**src/rtl/tmc_stream_mem_loader.sv**
```systemverilog
// Byte-stream to 32-bit word writer for the program/data RAM slave port.
// Packs bytes little-endian, writes consecutive word addresses with wrap at DEPTH,
// and reports completion (or command rejection) with a one-cycle done pulse.
module tmc_stream_mem_loader #(
  parameter int unsigned ADDR_W = 14,
  parameter int unsigned DEPTH  = 9000,
  parameter int unsigned LEN_W  = 16
) (
  input  logic              clk,
  input  logic              reset_n,
  input  logic              cmd_start,
  input  logic [ADDR_W-1:0] cmd_base,
  input  logic [LEN_W-1:0]  cmd_len,
  output logic              busy,
  output logic              done,
  output logic              err,
  input  logic [7:0]        s_data,
  input  logic              s_valid,
  output logic              s_ready,
  output logic [ADDR_W-1:0] mem_address,
  output logic [3:0]        mem_byteenable,
  output logic              mem_chipselect,
  output logic              mem_write,
  output logic [31:0]       mem_writedata
);

  localparam logic [ADDR_W-1:0] LAST_ADDR = ADDR_W'(DEPTH - 1);

  typedef enum logic [1:0] {
    S_IDLE,
    S_FILL,
    S_WRITE,
    S_DONE
  } state_e;

  state_e              state_q;
  logic [ADDR_W-1:0]   addr_q;
  logic [LEN_W-1:0]    rem_q;
  logic [1:0]          lane_q;
  logic [31:0]         data_q;
  logic [3:0]          be_q;
  logic                busy_q;
  logic                done_q;
  logic                err_q;
  logic                s_ready_q;
  logic [ADDR_W-1:0]   mem_address_q;
  logic                mem_wr_q;

  logic                accept_c;
  logic                last_byte_c;
  logic [31:0]         data_d;
  logic [3:0]          be_d;
  logic [LEN_W-1:0]    rem_d;
  logic [ADDR_W-1:0]   addr_d;

  // Byte merge, remaining-count decrement and wrapped next word address.
  always_comb begin
    accept_c    = (state_q == S_FILL) && s_valid && s_ready_q;
    last_byte_c = (lane_q == 2'd3) || (rem_q == LEN_W'(1));
    data_d      = data_q;
    data_d[{lane_q, 3'b000} +: 8] = s_data;
    be_d        = be_q;
    be_d[lane_q] = 1'b1;
    rem_d       = rem_q - LEN_W'(1);
    addr_d      = (addr_q == LAST_ADDR) ? '0 : addr_q + ADDR_W'(1);
  end

  // Transfer FSM with all outputs registered.
  always_ff @(posedge clk) begin
    if (!reset_n) begin
      state_q       <= S_IDLE;
      addr_q        <= '0;
      rem_q         <= '0;
      lane_q        <= '0;
      data_q        <= '0;
      be_q          <= '0;
      busy_q        <= 1'b0;
      done_q        <= 1'b0;
      err_q         <= 1'b0;
      s_ready_q     <= 1'b0;
      mem_address_q <= '0;
      mem_wr_q      <= 1'b0;
    end else begin
      done_q   <= 1'b0;
      mem_wr_q <= 1'b0;
      case (state_q)
        S_IDLE: begin
          if (cmd_start) begin
            if (32'(cmd_base) >= DEPTH) begin
              state_q <= S_DONE;
              done_q  <= 1'b1;
              err_q   <= 1'b1;
            end else if (cmd_len == LEN_W'(0)) begin
              state_q <= S_DONE;
              done_q  <= 1'b1;
              err_q   <= 1'b0;
            end else begin
              addr_q    <= cmd_base;
              rem_q     <= cmd_len;
              lane_q    <= '0;
              be_q      <= '0;
              data_q    <= '0;
              busy_q    <= 1'b1;
              s_ready_q <= 1'b1;
              state_q   <= S_FILL;
            end
          end
        end
        S_FILL: begin
          if (accept_c) begin
            data_q <= data_d;
            be_q   <= be_d;
            lane_q <= lane_q + 2'd1;
            rem_q  <= rem_d;
            if (last_byte_c) begin
              s_ready_q     <= 1'b0;
              mem_wr_q      <= 1'b1;
              mem_address_q <= addr_q;
              state_q       <= S_WRITE;
            end
          end
        end
        S_WRITE: begin
          if (rem_q == LEN_W'(0)) begin
            busy_q  <= 1'b0;
            done_q  <= 1'b1;
            err_q   <= 1'b0;
            state_q <= S_DONE;
          end else begin
            addr_q    <= addr_d;
            lane_q    <= '0;
            be_q      <= '0;
            data_q    <= '0;
            s_ready_q <= 1'b1;
            state_q   <= S_FILL;
          end
        end
        S_DONE: begin
          err_q   <= 1'b0;
          state_q <= S_IDLE;
        end
        default: state_q <= S_IDLE;
      endcase
    end
  end

  assign busy           = busy_q;
  assign done           = done_q;
  assign err            = err_q;
  assign s_ready        = s_ready_q;
  assign mem_address    = mem_address_q;
  assign mem_byteenable = be_q;
  assign mem_writedata  = data_q;
  assign mem_chipselect = mem_wr_q;
  assign mem_write      = mem_wr_q;

endmodule

```
**config.mk**
```make
export PLATFORM = sky130hd
export DESIGN_NAME = tmc_stream_mem_loader
export DESIGN_NICKNAME = d
export VERILOG_FILES = /design/src/rtl/tmc_stream_mem_loader.sv
export SDC_FILE = /design/constraint.sdc
export NUM_CORES = 1
export LEC_CHECK = 0
export ABC_AREA = 1
export BUFFER_PORTS_ARGS = -buffer_cell sky130_fd_sc_hd__buf_2
export CORE_UTILIZATION = 41
export CTS_CLUSTER_SIZE = 25
export DETAILED_ROUTE_END_ITERATION = 8
export SLEW_MARGIN = 40
export SYNTH_ARGS = -nofsm -noshare
export SYNTH_HDL_FRONTEND = slang
export SYNTH_SLANG_ARGS = --single-unit
```
**constraint.sdc**
```tcl
create_clock -name clk -period 4.5 [get_ports clk]
set_clock_uncertainty 0.05 [all_clocks]
set_input_delay 0.225 -clock clk [delete_from_list [all_inputs] [get_ports clk]]
set_output_delay 0.225 -clock clk [all_outputs]
set_load 0.1 [all_outputs]
```
==> impl_metrics.env, run 1 <==
export IMPL_post_synth_and_or_nand_nor_area_fraction_pct=41.30
export IMPL_synth_yosys_warnings=0
export IMPL_cts_hold_fix_buffers=0
export IMPL_globalRoute_totalOverflow=0
export IMPL_first_global_vias=4579
export IMPL_max_clock_freq_mhz=391.6
export IMPL_leakage_nw=2.987
export IMPL_coreArea_mm2=0.01216
export IMPL_power_report_internal_total_mw=1.664
export IMPL_drt_pre_antenna_iters=4
export IMPL_yosys_most_used_dff="sky130_fd_sc_hd__dfxtp_1"
export IMPL_antenna_cells=0
export IMPL_netlist_cell_type_count=29
export IMPL_initial_utilization_pct=42.57
export IMPL_asyncSetResetFlopFracSynth_pct=0
export IMPL_num_fill_cells=1329
export IMPL_yosys_area_top_type_share_pct=34.41
export IMPL_utilization_pct=49.50
export IMPL_pwr_share_clk_pct=25.4
export IMPL_dieArea_mm2=0.01308
export IMPL_route_detailed_vias_per_inst=4.706
export IMPL_post_cts_resize_count=0
export IMPL_grtUsageTotal_pct=21.39
export IMPL_finalWorstPathRequiredPeriod_ns=2.554
export IMPL_run_status="completed"
export IMPL_worst_pin_slew_ns=0.7069
export IMPL_vias=5153
export IMPL_ir_drop_uv=376.5
export IMPL_area_growth_synth_to_final_pct=16.26
export IMPL_post_synth_cell_area_avg_um2=6.134
export IMPL_postSynthNetCount=893
export IMPL_total_design_power_mw=3.120
export IMPL_critPathCaptureType="register"
export IMPL_synth_adder_area_share_pct=1.692
export IMPL_clockBufferDepth=2
export IMPL_hold_viol_final=0
export IMPL_cts_root_buf="sky130_fd_sc_hd__clkbuf_16"
export IMPL_largest_net_degree_at_the_start_of_global_routing=70
export IMPL_tcrit_tclk_final_pct=56.75
export IMPL_drc=0
export IMPL_timing_hold_worst_class="input pin to register"
export IMPL_finalWeightedCongestion=0.8492
export IMPL_post_synth_xor_area_fraction_pct=1.861
export IMPL_power_switching_mw=1.455
export IMPL_drv_slew=0
export IMPL_crit_path_max_fanout=43
export IMPL_setup_total_negative_slack_ns=0
export IMPL_worstSetupPathType="register to register"
export IMPL_arrival_ns=2.77
export IMPL_routedWlPerCell_um=12.38
export IMPL_unrepaired_setup_endpoints_after_global_routing="false"
export IMPL_timing_critical_path_from_type="register"
export IMPL_synthMuxAreaShare_pct=0
export IMPL_dominant_combinational_cell_family_by_area_after_synthesis="simple AND/OR/NAND/NOR gates"
export IMPL_cts_tree="built"
export IMPL_yosys_top_cells_area="sky130_fd_sc_hd__dfxtp_1 (34%), sky130_fd_sc_hd__nand2_1 (18%), sky130_fd_sc_hd__nor2_1 (9.9%), sky130_fd_sc_hd__inv_1 (8.2%), sky130_fd_sc_hd__nand4_1 (4.8%)"
export IMPL_postSynthRegisterBits=89
export IMPL_p_seq_share_pct=31.9
export IMPL_post_synth_top_area_cell="sky130_fd_sc_hd__dfxtp_1"
export IMPL_required_time_of_the_critical_path_ns=4.72
export IMPL_synthCells=844
export IMPL_swShare_pct=46.65
export IMPL_combPwrFrac_pct=42.7
export IMPL_fp_dieH_um=114.4
export IMPL_pwr_density_cell_mw_per_mm2=518.2
export IMPL_synth_enable_flop_cells=0
export IMPL_post_route_cell_area_mm2=0.006020
export IMPL_drv_cap=0
export IMPL_final_layout_size_suffix_gt1_share_pct=15.53
export IMPL_worst_slew_margin_rel_pct=52.70
export IMPL_ios=98
export IMPL_place_detailed_hpwl_mm=9.794
export IMPL_seq_area_frac_synth_pct=34.41
export IMPL_finalNetCount=971
export IMPL_skew_pair_late_insertion_delay_ns=0.35
export IMPL_ant_nets=0
export IMPL_port_buffers=97
export IMPL_wl_mm=13.56
export IMPL_die_w_um=114.4
export IMPL_cell_row_count=40
export IMPL_grt_first_pass_wirelength_mm=22.08
export IMPL_first_iter_violations=332
export IMPL_tritoncts_num_buffers=9
export IMPL_post_cts_repair_setup_buffers=0
export IMPL_placement_stage_cell_area_mm2=0.005705
export IMPL_setup_viol=0
export IMPL_synth_compound_area_share_pct=8.507
export IMPL_antenna_violations_before_repair=0
export IMPL_cts_num_sinks=89
export IMPL_netlist_area_pre_place_mm2=0.005177
export IMPL_htree_levels=3
export IMPL_cts_reportedPaths_clkPinSlew_ns=0.07
==> power by group through the flow <==
stage | Combinational, mW | Clock (mW) | Sequential [mW]
after floorplan | 0.673 | 0 | 1.45
after global placement | 1.33 | 0 | 1.01
after detailed placement | 1.33 | 0 | 1.01
after CTS | 1.34 | 0.812 | 0.994
after global routing | 1.47 | 0.841 | 1.01
final | 1.33 | 0.792 | 0.994
==> metal layers <==
layer	part of all wire [%]	routed length (µm)	vias to the layer above	global-route usage, %
met1	51	6979	2245	29.46
met5	0	0	-	0
met2	44	5909	98	34.14
met4	0.81	110	0	4.156
met3	4.1	559	6	5.082
li1	-	-	2804	-
==> cell type report <==
class | count | area (µm²) | area share, %
inverter | 120 | 450.4 | 7.483
clock inverter | 6 | 75.07 | 1.247
sequential | 89 | 1782 | 29.60
timing repair buffer | 99 | 500.5 | 8.314
clock buffer | 10 | 239.0 | 3.970
tap | 168 | 210.2 | 3.492
multi-input combinational | 603 | 2763 | 45.89
==> kinds of logic (layout without fill, tap and decap cells) <==
family	Yosys count	after routing
compound gates	87	87
xor+xnor	11	11
fa+ha+maj	7	7
buf+inv	152	235
flops	89	89
simple gates	498	498
==> state kept, by name (all words and copies together) (netlist names) <==
| signal | cells |
|---|---|
| mem_chipselect | 1 |
| rem_q | 16 |
| s_ready | 1 |
| busy | 1 |
| mem_address | 14 |
| lane_q | 2 |
| addr_q | 14 |
| done | 1 |
| err | 1 |
| mem_writedata | 32 |
| mem_byteenable | 4 |
| state_q | 2 |
==> per-stage QoR <==
| step | std cells | hold slack, ns | setup slack [ns] |
|---|---|---|---|
| floorplan | 844 | 0.3192 | 2.380 |
| global placement | 1079 | 0.4026 | 1.894 |
| detailed placement | 1079 | 0.4035 | 1.906 |
| CTS | 1095 | 0.1388 | 1.896 |
| global route | 1095 | 0.1625 | 1.627 |
| finish | 1095 | 0.1379 | 1.946 |
==> worst max-delay path, cell delays in order (launching register included) <==
cell and delay (ns):
sky130_fd_sc_hd__dfxtp_1 0.44, sky130_fd_sc_hd__inv_2 0.07, sky130_fd_sc_hd__nor2_4 0.46, sky130_fd_sc_hd__o21ai_1 0.19
sky130_fd_sc_hd__nand2_1 0.16, sky130_fd_sc_hd__inv_2 0.26, sky130_fd_sc_hd__nand3_1 0.56, sky130_fd_sc_hd__nand2_1 0.13
sky130_fd_sc_hd__a21oi_1 0.15
==> synthesized netlist by cell type, types with 4 or more instances <==
cell and count:
sky130_fd_sc_hd__nand2_2 6, sky130_fd_sc_hd__xor2_1 8, sky130_fd_sc_hd__ha_1 7, sky130_fd_sc_hd__buf_2 11
sky130_fd_sc_hd__nor3_1 5, sky130_fd_sc_hd__buf_6 5, sky130_fd_sc_hd__clkbuf_1 11, sky130_fd_sc_hd__o21ai_0 45
sky130_fd_sc_hd__dfxtp_1 89, sky130_fd_sc_hd__nand3_1 47, sky130_fd_sc_hd__nor2_1 136, sky130_fd_sc_hd__nand2_1 244
sky130_fd_sc_hd__nor3_2 4, sky130_fd_sc_hd__a21oi_1 37, sky130_fd_sc_hd__nand4_1 40, sky130_fd_sc_hd__inv_2 4
sky130_fd_sc_hd__nor2_2 7, sky130_fd_sc_hd__inv_1 113
==> worst paths after layout <==
kind	startpoint	endpoint	slack (ns)	cells after the start
hold reg to reg	busy	busy	0.41	2
setup reg to reg	state_q[0]	rem_q[15]	1.95	8
setup / recovery	state_q[0]	rem_q[15]	1.95	8
hold / removal	cmd_start	err	0.14	3
==> cell usage in the layout, fill, tap and decap left out <==
| cell type | count |
|---|---|
| sky130_fd_sc_hd__clkbuf_16 | 9 |
| sky130_fd_sc_hd__nand3b_1 | 1 |
| sky130_fd_sc_hd__nor2_2 | 7 |
| sky130_fd_sc_hd__o21ai_0 | 45 |
| sky130_fd_sc_hd__inv_1 | 113 |
| sky130_fd_sc_hd__dfxtp_1 | 89 |
| sky130_fd_sc_hd__o22ai_1 | 2 |
| sky130_fd_sc_hd__xnor2_1 | 3 |
| sky130_fd_sc_hd__nand2_1 | 244 |
| sky130_fd_sc_hd__nand3_1 | 47 |
| sky130_fd_sc_hd__inv_8 | 1 |
| sky130_fd_sc_hd__inv_6 | 1 |
| sky130_fd_sc_hd__buf_2 | 97 |
| sky130_fd_sc_hd__inv_2 | 4 |
| sky130_fd_sc_hd__ha_1 | 7 |
| sky130_fd_sc_hd__nor2_4 | 3 |
| sky130_fd_sc_hd__clkinv_1 | 3 |
| sky130_fd_sc_hd__buf_4 | 2 |
| sky130_fd_sc_hd__nor3_2 | 4 |
| sky130_fd_sc_hd__or2_2 | 3 |
| sky130_fd_sc_hd__o21ai_1 | 1 |
| sky130_fd_sc_hd__nor2_1 | 136 |
| sky130_fd_sc_hd__a31oi_1 | 2 |
| sky130_fd_sc_hd__clkinvlp_4 | 1 |
| sky130_fd_sc_hd__nand2_2 | 6 |
| sky130_fd_sc_hd__clkbuf_8 | 1 |
| sky130_fd_sc_hd__nand3_2 | 2 |
| sky130_fd_sc_hd__a21oi_1 | 37 |
| sky130_fd_sc_hd__bufinv_16 | 1 |
| sky130_fd_sc_hd__xor2_1 | 8 |
| sky130_fd_sc_hd__nor3_1 | 5 |
| sky130_fd_sc_hd__nand4_1 | 40 |
| sky130_fd_sc_hd__clkinv_4 | 2 |
Note: power is estimated with default switching activity, not from simulation.
==> inputs of run 2 (changes only) <==
==> constraint.sdc (replaced) <==
create_clock -name clk -period 2.5 [get_ports clk]
set_clock_uncertainty 0.05 [all_clocks]
set_input_delay 0.125 -clock clk [delete_from_list [all_inputs] [get_ports clk]]
set_output_delay 0.125 -clock clk [all_outputs]
set_load 0.1 [all_outputs]
==> impl_metrics.env, run 2 (synthesized netlist as in run 1, its figures left out) <==
export IMPL_ant_nets=0
export IMPL_cts_root_buf="sky130_fd_sc_hd__clkbuf_16"
export IMPL_mostFrequentLayoutCell="sky130_fd_sc_hd__nand2_1"
export IMPL_drv_slew=0
export IMPL_run_status="completed"
export IMPL_critical_path_reg2reg_startpoint="rem_q[0]"
export IMPL_finalWorstPathRequiredPeriod_ns=2.076
export IMPL_first_global_vias=4725
export IMPL_grt_first_pass_wirelength_mm=22.36
export IMPL_initial_utilization_pct=42.57
export IMPL_wl_mm=13.36
export IMPL_holdPathStages=3
export IMPL_flip_flop_count_of_the_largest_register_after_layout=32
export IMPL_p_seq_share_pct=31.8
export IMPL_finalWeightedCongestion=0.8588
export IMPL_ir_drop_uv=628.5
export IMPL_vias=5147
export IMPL_setup_total_negative_slack_ns=0
export IMPL_worstSetupPathType="register to register"
export IMPL_antenna_violations_before_repair=0
export IMPL_rr_worst_depth=10
export IMPL_final_cell_mix="sky130_fd_sc_hd__nand2_1 (244), sky130_fd_sc_hd__nor2_1 (136), sky130_fd_sc_hd__inv_1 (113)"
export IMPL_globalRoute_totalOverflow=0
export IMPL_drt_pre_antenna_iters=5
export IMPL_tritoncts_num_buffers=9
export IMPL_place_detailed_hpwl_mm=9.897
export IMPL_r2r_setup_slack_ns=0.42
export IMPL_hold_path_endpoint="done"
export IMPL_cts_tree="built"
export IMPL_detailroute_wirelength_met3_um=564
export IMPL_cp_slowest_cell="sky130_fd_sc_hd__nand2_2"
export IMPL_cts_reportedPaths_clkPinSlew_ns=0.07
export IMPL_cts_hold_fix_buffers=0
export IMPL_cp_top_family="simple AND/OR/NAND/NOR gates"
export IMPL_arrival_ns=2.29
export IMPL_die_w_um=114.4
export IMPL_total_design_power_mw=5.621
export IMPL_ios=98
export IMPL_critical_path_most_common_cell="sky130_fd_sc_hd__nand2_2"
export IMPL_power_report_internal_total_mw=3.020
export IMPL_multi_input_logic_area_mm2=0.002763
export IMPL_power_switching_mw=2.601
export IMPL_timing_hold_worst_class="input pin to register"
export IMPL_port_buffers=97
export IMPL_unrepaired_setup_endpoints_after_global_routing="false"
export IMPL_finalNetCount=980
export IMPL_met2WireLength_mm=5.812
export IMPL_leakage_nw=3.021
export IMPL_crit_path_max_fanout=21
export IMPL_final_seq_area_mm2=0.001782
export IMPL_tcrit_tclk_final_pct=83.04
export IMPL_timing_critical_path_from_type="register"
export IMPL_cts_num_sinks=89
export IMPL_post_cts_repair_setup_buffers=0
export IMPL_first_iter_violations=299
export IMPL_worst_pin_slew_ns=0.5449
export IMPL_largest_net_degree_at_the_start_of_global_routing=59
export IMPL_drc=0
export IMPL_final_layout_size_suffix_gt1_share_pct=16.35
export IMPL_hold_path_startpoint="cmd_start"
export IMPL_drv_cap=0
export IMPL_max_clock_freq_mhz=481.7
export IMPL_route_detailed_vias_per_inst=4.662
export IMPL_pwr_share_clk_pct=24.8
export IMPL_num_fill_cells=1297
export IMPL_swShare_pct=46.27
export IMPL_fp_dieH_um=114.4
export IMPL_critPathBufInv=2
export IMPL_htree_levels=3
export IMPL_hold_viol_final=0
export IMPL_timing_critical_path_cells="inv_1 > ha_1 > nand2_2 > nor2_4 > nand2_2 > clkinv_1 > nand3_2 > nand2_2 > nand2_1 > a21oi_1"
export IMPL_pwr_density_cell_mw_per_mm2=924.8
export IMPL_setup_viol=0
export IMPL_antenna_cells=0
export IMPL_combPwrFrac_pct=43.4
export IMPL_r2r_end="addr_q[0]"
export IMPL_critPathCaptureType="register"
export IMPL_worst_slew_margin_rel_pct=63.67
export IMPL_grtUsageTotal_pct=21.59
export IMPL_post_cts_resize_count=0
export IMPL_cell_row_count=40
export IMPL_routedWlPerCell_um=12.10
export IMPL_wirelength_met1_mm=6.883
export IMPL_clockBufferDepth=2
export IMPL_skew_pair_late_insertion_delay_ns=0.35
export IMPL_area_growth_synth_to_final_pct=17.40
export IMPL_required_time_of_the_critical_path_ns=2.71
export IMPL_coreArea_mm2=0.01216
export IMPL_routed_top_layer="met4"
export IMPL_critical_path_max_stage_delay_ns=0.41
export IMPL_dieArea_mm2=0.01308
run 2: changes by cell type in the layout (fill, tap and decap cells not counted), sizes merged:
| cell | change |
|---|---|
| clkinvlp | +2 |
| inv | -1 |
| buf | +9 |
| clkinv | -1 |
run 2: worst max path at each step:
stage                   endpoint  cells past startpoint  slack (ns)      start
6_report               addr_q[0]                     10        0.42   rem_q[0]
5_1_grt                addr_q[0]                     10        0.19   rem_q[0]
4_1_cts                addr_q[0]                     10        0.43   rem_q[0]
3_5_place_dp           addr_q[0]                     10        0.44   rem_q[0]
3_3_place_gp    mem_writedata[2]                      8        0.49  lane_q[0]
2_1_floorplan  mem_writedata[27]                      9        0.38    s_ready
run 2: final cells by class:
class	count	area share (%)
clock buffers	10	3.932
clock inverters	6	1.091
inverters	120	7.410
multi-input cells	603	45.45
flip-flops and latches	89	29.31
well taps	168	3.458
repair buffers	108	9.345
run 2: layer usage:
metal	vias up	global-route usage [%]
met5	-	0
met4	0	4.156
met3	9	5.082
met2	88	34.71
met1	2237	29.62
li1	2813	-
run 2: through the flow:
step | area (µm²) | util (%) | std cells | hold WS [ns] | setup WS (ns)
2_1_floorplan | 5177 | - | 844 | 0.2192 | 0.3804
3_3_place_gp | 5773 | 47.47 | 1088 | 0.3847 | 0.4903
3_5_place_dp | 5773 | 47.47 | 1088 | 0.3823 | 0.4383
4_1_cts | 6078 | 49.98 | 1104 | 0.01331 | 0.4262
5_1_grt | 6078 | 49.98 | 1104 | 0.01672 | 0.1912
6_report | 6078 | 49.98 | 1104 | 0.02533 | 0.4241
run 2: power groups by stage:
stage,clock network [mW],registers (mW),logic [mW]
2_1_floorplan,0,2.61,1.21
3_3_place_gp,0,1.82,2.44
3_5_place_dp,0,1.82,2.43
4_1_cts,1.43,1.79,2.44
5_1_grt,1.49,1.82,2.70
6_report,1.39,1.79,2.44
run 2: worst register-to-register path, stage by stage, from the launching register on:
cell	delay (ns)
sky130_fd_sc_hd__dfxtp_1	0.33
sky130_fd_sc_hd__inv_1	0.11
sky130_fd_sc_hd__ha_1	0.19
sky130_fd_sc_hd__nand2_2	0.10
sky130_fd_sc_hd__nor2_4	0.15
sky130_fd_sc_hd__nand2_2	0.09
sky130_fd_sc_hd__clkinv_1	0.08
sky130_fd_sc_hd__nand3_2	0.20
sky130_fd_sc_hd__nand2_2	0.42
sky130_fd_sc_hd__nand2_1	0.10
sky130_fd_sc_hd__a21oi_1	0.18
==> inputs of run 3 (changes only) <==
==> constraint.sdc (replaced) <==
create_clock -name clk -period 2.12 [get_ports clk]
set_clock_uncertainty 0.05 [all_clocks]
set_input_delay 0.106 -clock clk [delete_from_list [all_inputs] [get_ports clk]]
set_output_delay 0.106 -clock clk [all_outputs]
set_load 0.1 [all_outputs]
==> impl_metrics.env, run 3 (synthesized netlist as in run 1, its figures left out) <==
export IMPL_cts_root_buf="sky130_fd_sc_hd__clkbuf_16"
export IMPL_antenna_cells=0
export IMPL_p_seq_share_pct=32.0
export IMPL_fp_dieH_um=114.4
export IMPL_route_detailed_vias_per_inst=4.734
export IMPL_leakage_nw=3.053
export IMPL_setup_viol=0
export IMPL_timing_critical_path_from_type="register"
export IMPL_initial_utilization_pct=42.57
export IMPL_first_global_vias=4755
export IMPL_finalWorstPathRequiredPeriod_ns=1.897
export IMPL_worstSetupPathType="register to register"
export IMPL_critical_path_max_stage_delay_ns=0.35
export IMPL_clockBufferDepth=2
export IMPL_tcrit_tclk_final_pct=89.50
export IMPL_worst_slew_margin_rel_pct=62.25
export IMPL_pwr_density_cell_mw_per_mm2=1079
export IMPL_coreArea_mm2=0.01216
export IMPL_swShare_pct=46.12
export IMPL_worst_pin_slew_ns=0.5627
export IMPL_cts_tree="built"
export IMPL_num_fill_cells=1347
export IMPL_antenna_violations_before_repair=0
export IMPL_total_design_power_mw=6.602
export IMPL_detailedPlace_worstSlack_ns=0.1776
export IMPL_drv_cap=0
export IMPL_unrepaired_setup_endpoints_after_global_routing="false"
export IMPL_drt_pre_antenna_iters=5
export IMPL_hold_path_startpoint="cmd_start"
export IMPL_hold_viol_final=0
export IMPL_arrival_ns=2.10
export IMPL_combPwrFrac_pct=44.3
export IMPL_grt_first_pass_wirelength_mm=22.53
export IMPL_cts_reportedPaths_clkPinSlew_ns=0.06
export IMPL_power_switching_mw=3.045
export IMPL_final_cell_mix="sky130_fd_sc_hd__nand2_1 (244), sky130_fd_sc_hd__nor2_1 (136), sky130_fd_sc_hd__inv_1 (113)"
export IMPL_finalWeightedCongestion=0.8589
export IMPL_placedCellCount=1093
export IMPL_ant_nets=0
export IMPL_grtUsageTotal_pct=21.66
export IMPL_wl_mm=13.52
export IMPL_rr_worst_depth=10
export IMPL_tritoncts_num_buffers=9
export IMPL_finalNetCount=989
export IMPL_hold_path_endpoint="done"
export IMPL_cts_hold_fix_buffers=0
export IMPL_cell_row_count=40
export IMPL_max_clock_freq_mhz=527.0
export IMPL_critical_path_most_common_cell="sky130_fd_sc_hd__nand2_2"
export IMPL_final_layout_size_suffix_gt1_share_pct=16.74
export IMPL_cp_slowest_cell="sky130_fd_sc_hd__nand2_2"
export IMPL_setup_total_negative_slack_ns=0
export IMPL_required_time_of_the_critical_path_ns=2.33
export IMPL_place_detailed_hpwl_mm=10.03
export IMPL_r2r_setup_slack_ns=0.22
export IMPL_largest_net_degree_at_the_start_of_global_routing=29
export IMPL_drc=0
export IMPL_drv_slew=0
export IMPL_first_iter_violations=363
export IMPL_mostFrequentLayoutCell="sky130_fd_sc_hd__nand2_1"
export IMPL_timing_hold_worst_class="input pin to register"
export IMPL_run_status="completed"
export IMPL_vias=5264
export IMPL_setup_ws_ns=0.2226
export IMPL_port_buffers=97
export IMPL_r2r_end="addr_q[10]"
export IMPL_globalRoute_totalOverflow=0
export IMPL_htree_levels=3
export IMPL_layout_cells_non_filler=1112
export IMPL_cts_num_sinks=89
export IMPL_flip_flop_count_of_the_largest_register_after_layout=32
export IMPL_dieArea_mm2=0.01308
export IMPL_power_report_internal_total_mw=3.557
export IMPL_ios=98
export IMPL_die_w_um=114.4
export IMPL_utilization_pct=50.32
export IMPL_skew_pair_late_insertion_delay_ns=0.35
export IMPL_critPathCaptureType="register"
export IMPL_timing_critical_path_cells="inv_1 > ha_1 > nand2_2 > nor2_4 > nand2_2 > clkinv_1 > nand3_2 > nand2_2 > nand2_1 > a21oi_1"
export IMPL_crit_path_max_fanout=21
export IMPL_routedWlPerCell_um=12.16
export IMPL_critical_path_reg2reg_startpoint="rem_q[0]"
export IMPL_area_growth_synth_to_final_pct=18.20
export IMPL_ir_drop_uv=525.3
export IMPL_holdPathStages=3
export IMPL_pwr_share_clk_pct=23.7
-- run 3: how the worst max path moves through the flow --
stage / end / from / slack [ns]
after floorplan: mem_writedata[27] / s_ready / 0.0004
after global placement: mem_writedata[4] / lane_q[1] / 0.25
after detailed placement: mem_writedata[21] / rem_q[0] / 0.18
after CTS: mem_writedata[21] / rem_q[0] / 0.14
after global routing: addr_q[12] / rem_q[0] / 0.004
final: addr_q[10] / rem_q[0] / 0.22
-- run 3: routing by layer --
| layer | vias up | wire [µm] | global-route usage (%) |
|---|---|---|---|
| met3 | 17 | 465 | 3.123 |
| met2 | 108 | 5744 | 33.49 |
| met1 | 2310 | 7045 | 30.31 |
| met4 | 0 | 268 | 8.571 |
| li1 | 2829 | - | - |
| met5 | - | 0 | 0 |
-- run 3: critical path: cells and delay by family (launching register included) --
kind / cells / cell delay [ns]
AO/OA/AOI/OAI: 1 / 0.15
adder cells (fa/ha/maj): 1 / 0.21
buffers and inverters: 2 / 0.20
flip-flops: 1 / 0.33
AND/OR/NAND/NOR: 6 / 0.88
-- run 3: through the flow --
| step | cell area (µm²) | hold slack (ns) |
|---|---|---|
| after floorplan | 5177 | 0.2002 |
| after global placement | 5811 | 0.3654 |
| after detailed placement | 5811 | 0.3650 |
| after CTS | 6090 | 0.001627 |
| after global routing | 6120 | 0.008420 |
| final | 6120 | 0.006545 |
-- run 3: power groups by stage --
| stage | combinational [mW] | sequential, mW | clock (mW) |
|---|---|---|---|
| 2_1_floorplan | 1.43 | 3.07 | 0 |
| 3_3_place_gp | 2.89 | 2.15 | 0 |
| 3_5_place_dp | 2.89 | 2.15 | 0 |
| 4_1_cts | 2.91 | 2.11 | 1.59 |
| 5_1_grt | 3.25 | 2.15 | 1.64 |
| 6_report | 2.92 | 2.11 | 1.57 |
-- run 3: cell type report --
| cell class | instances | area (µm²) | share of cell area [%] |
|---|---|---|---|
| Clock buffer | 12 | 236.5 | 3.864 |
| Clock inverter | 3 | 42.54 | 0.6952 |
| Inverter | 120 | 450.4 | 7.360 |
| Multi-Input combinational cell | 603 | 2763 | 45.14 |
| Sequential cell | 89 | 1782 | 29.11 |
| Tap cell | 168 | 210.2 | 3.435 |
| Timing Repair Buffer | 117 | 635.6 | 10.39 |
-- run 3: repair_timing --
item / in CTS / in global routing
buffers inserted: 0 / 4
resized for setup: 0 / 0
setup endpoints to repair: 0 / 24
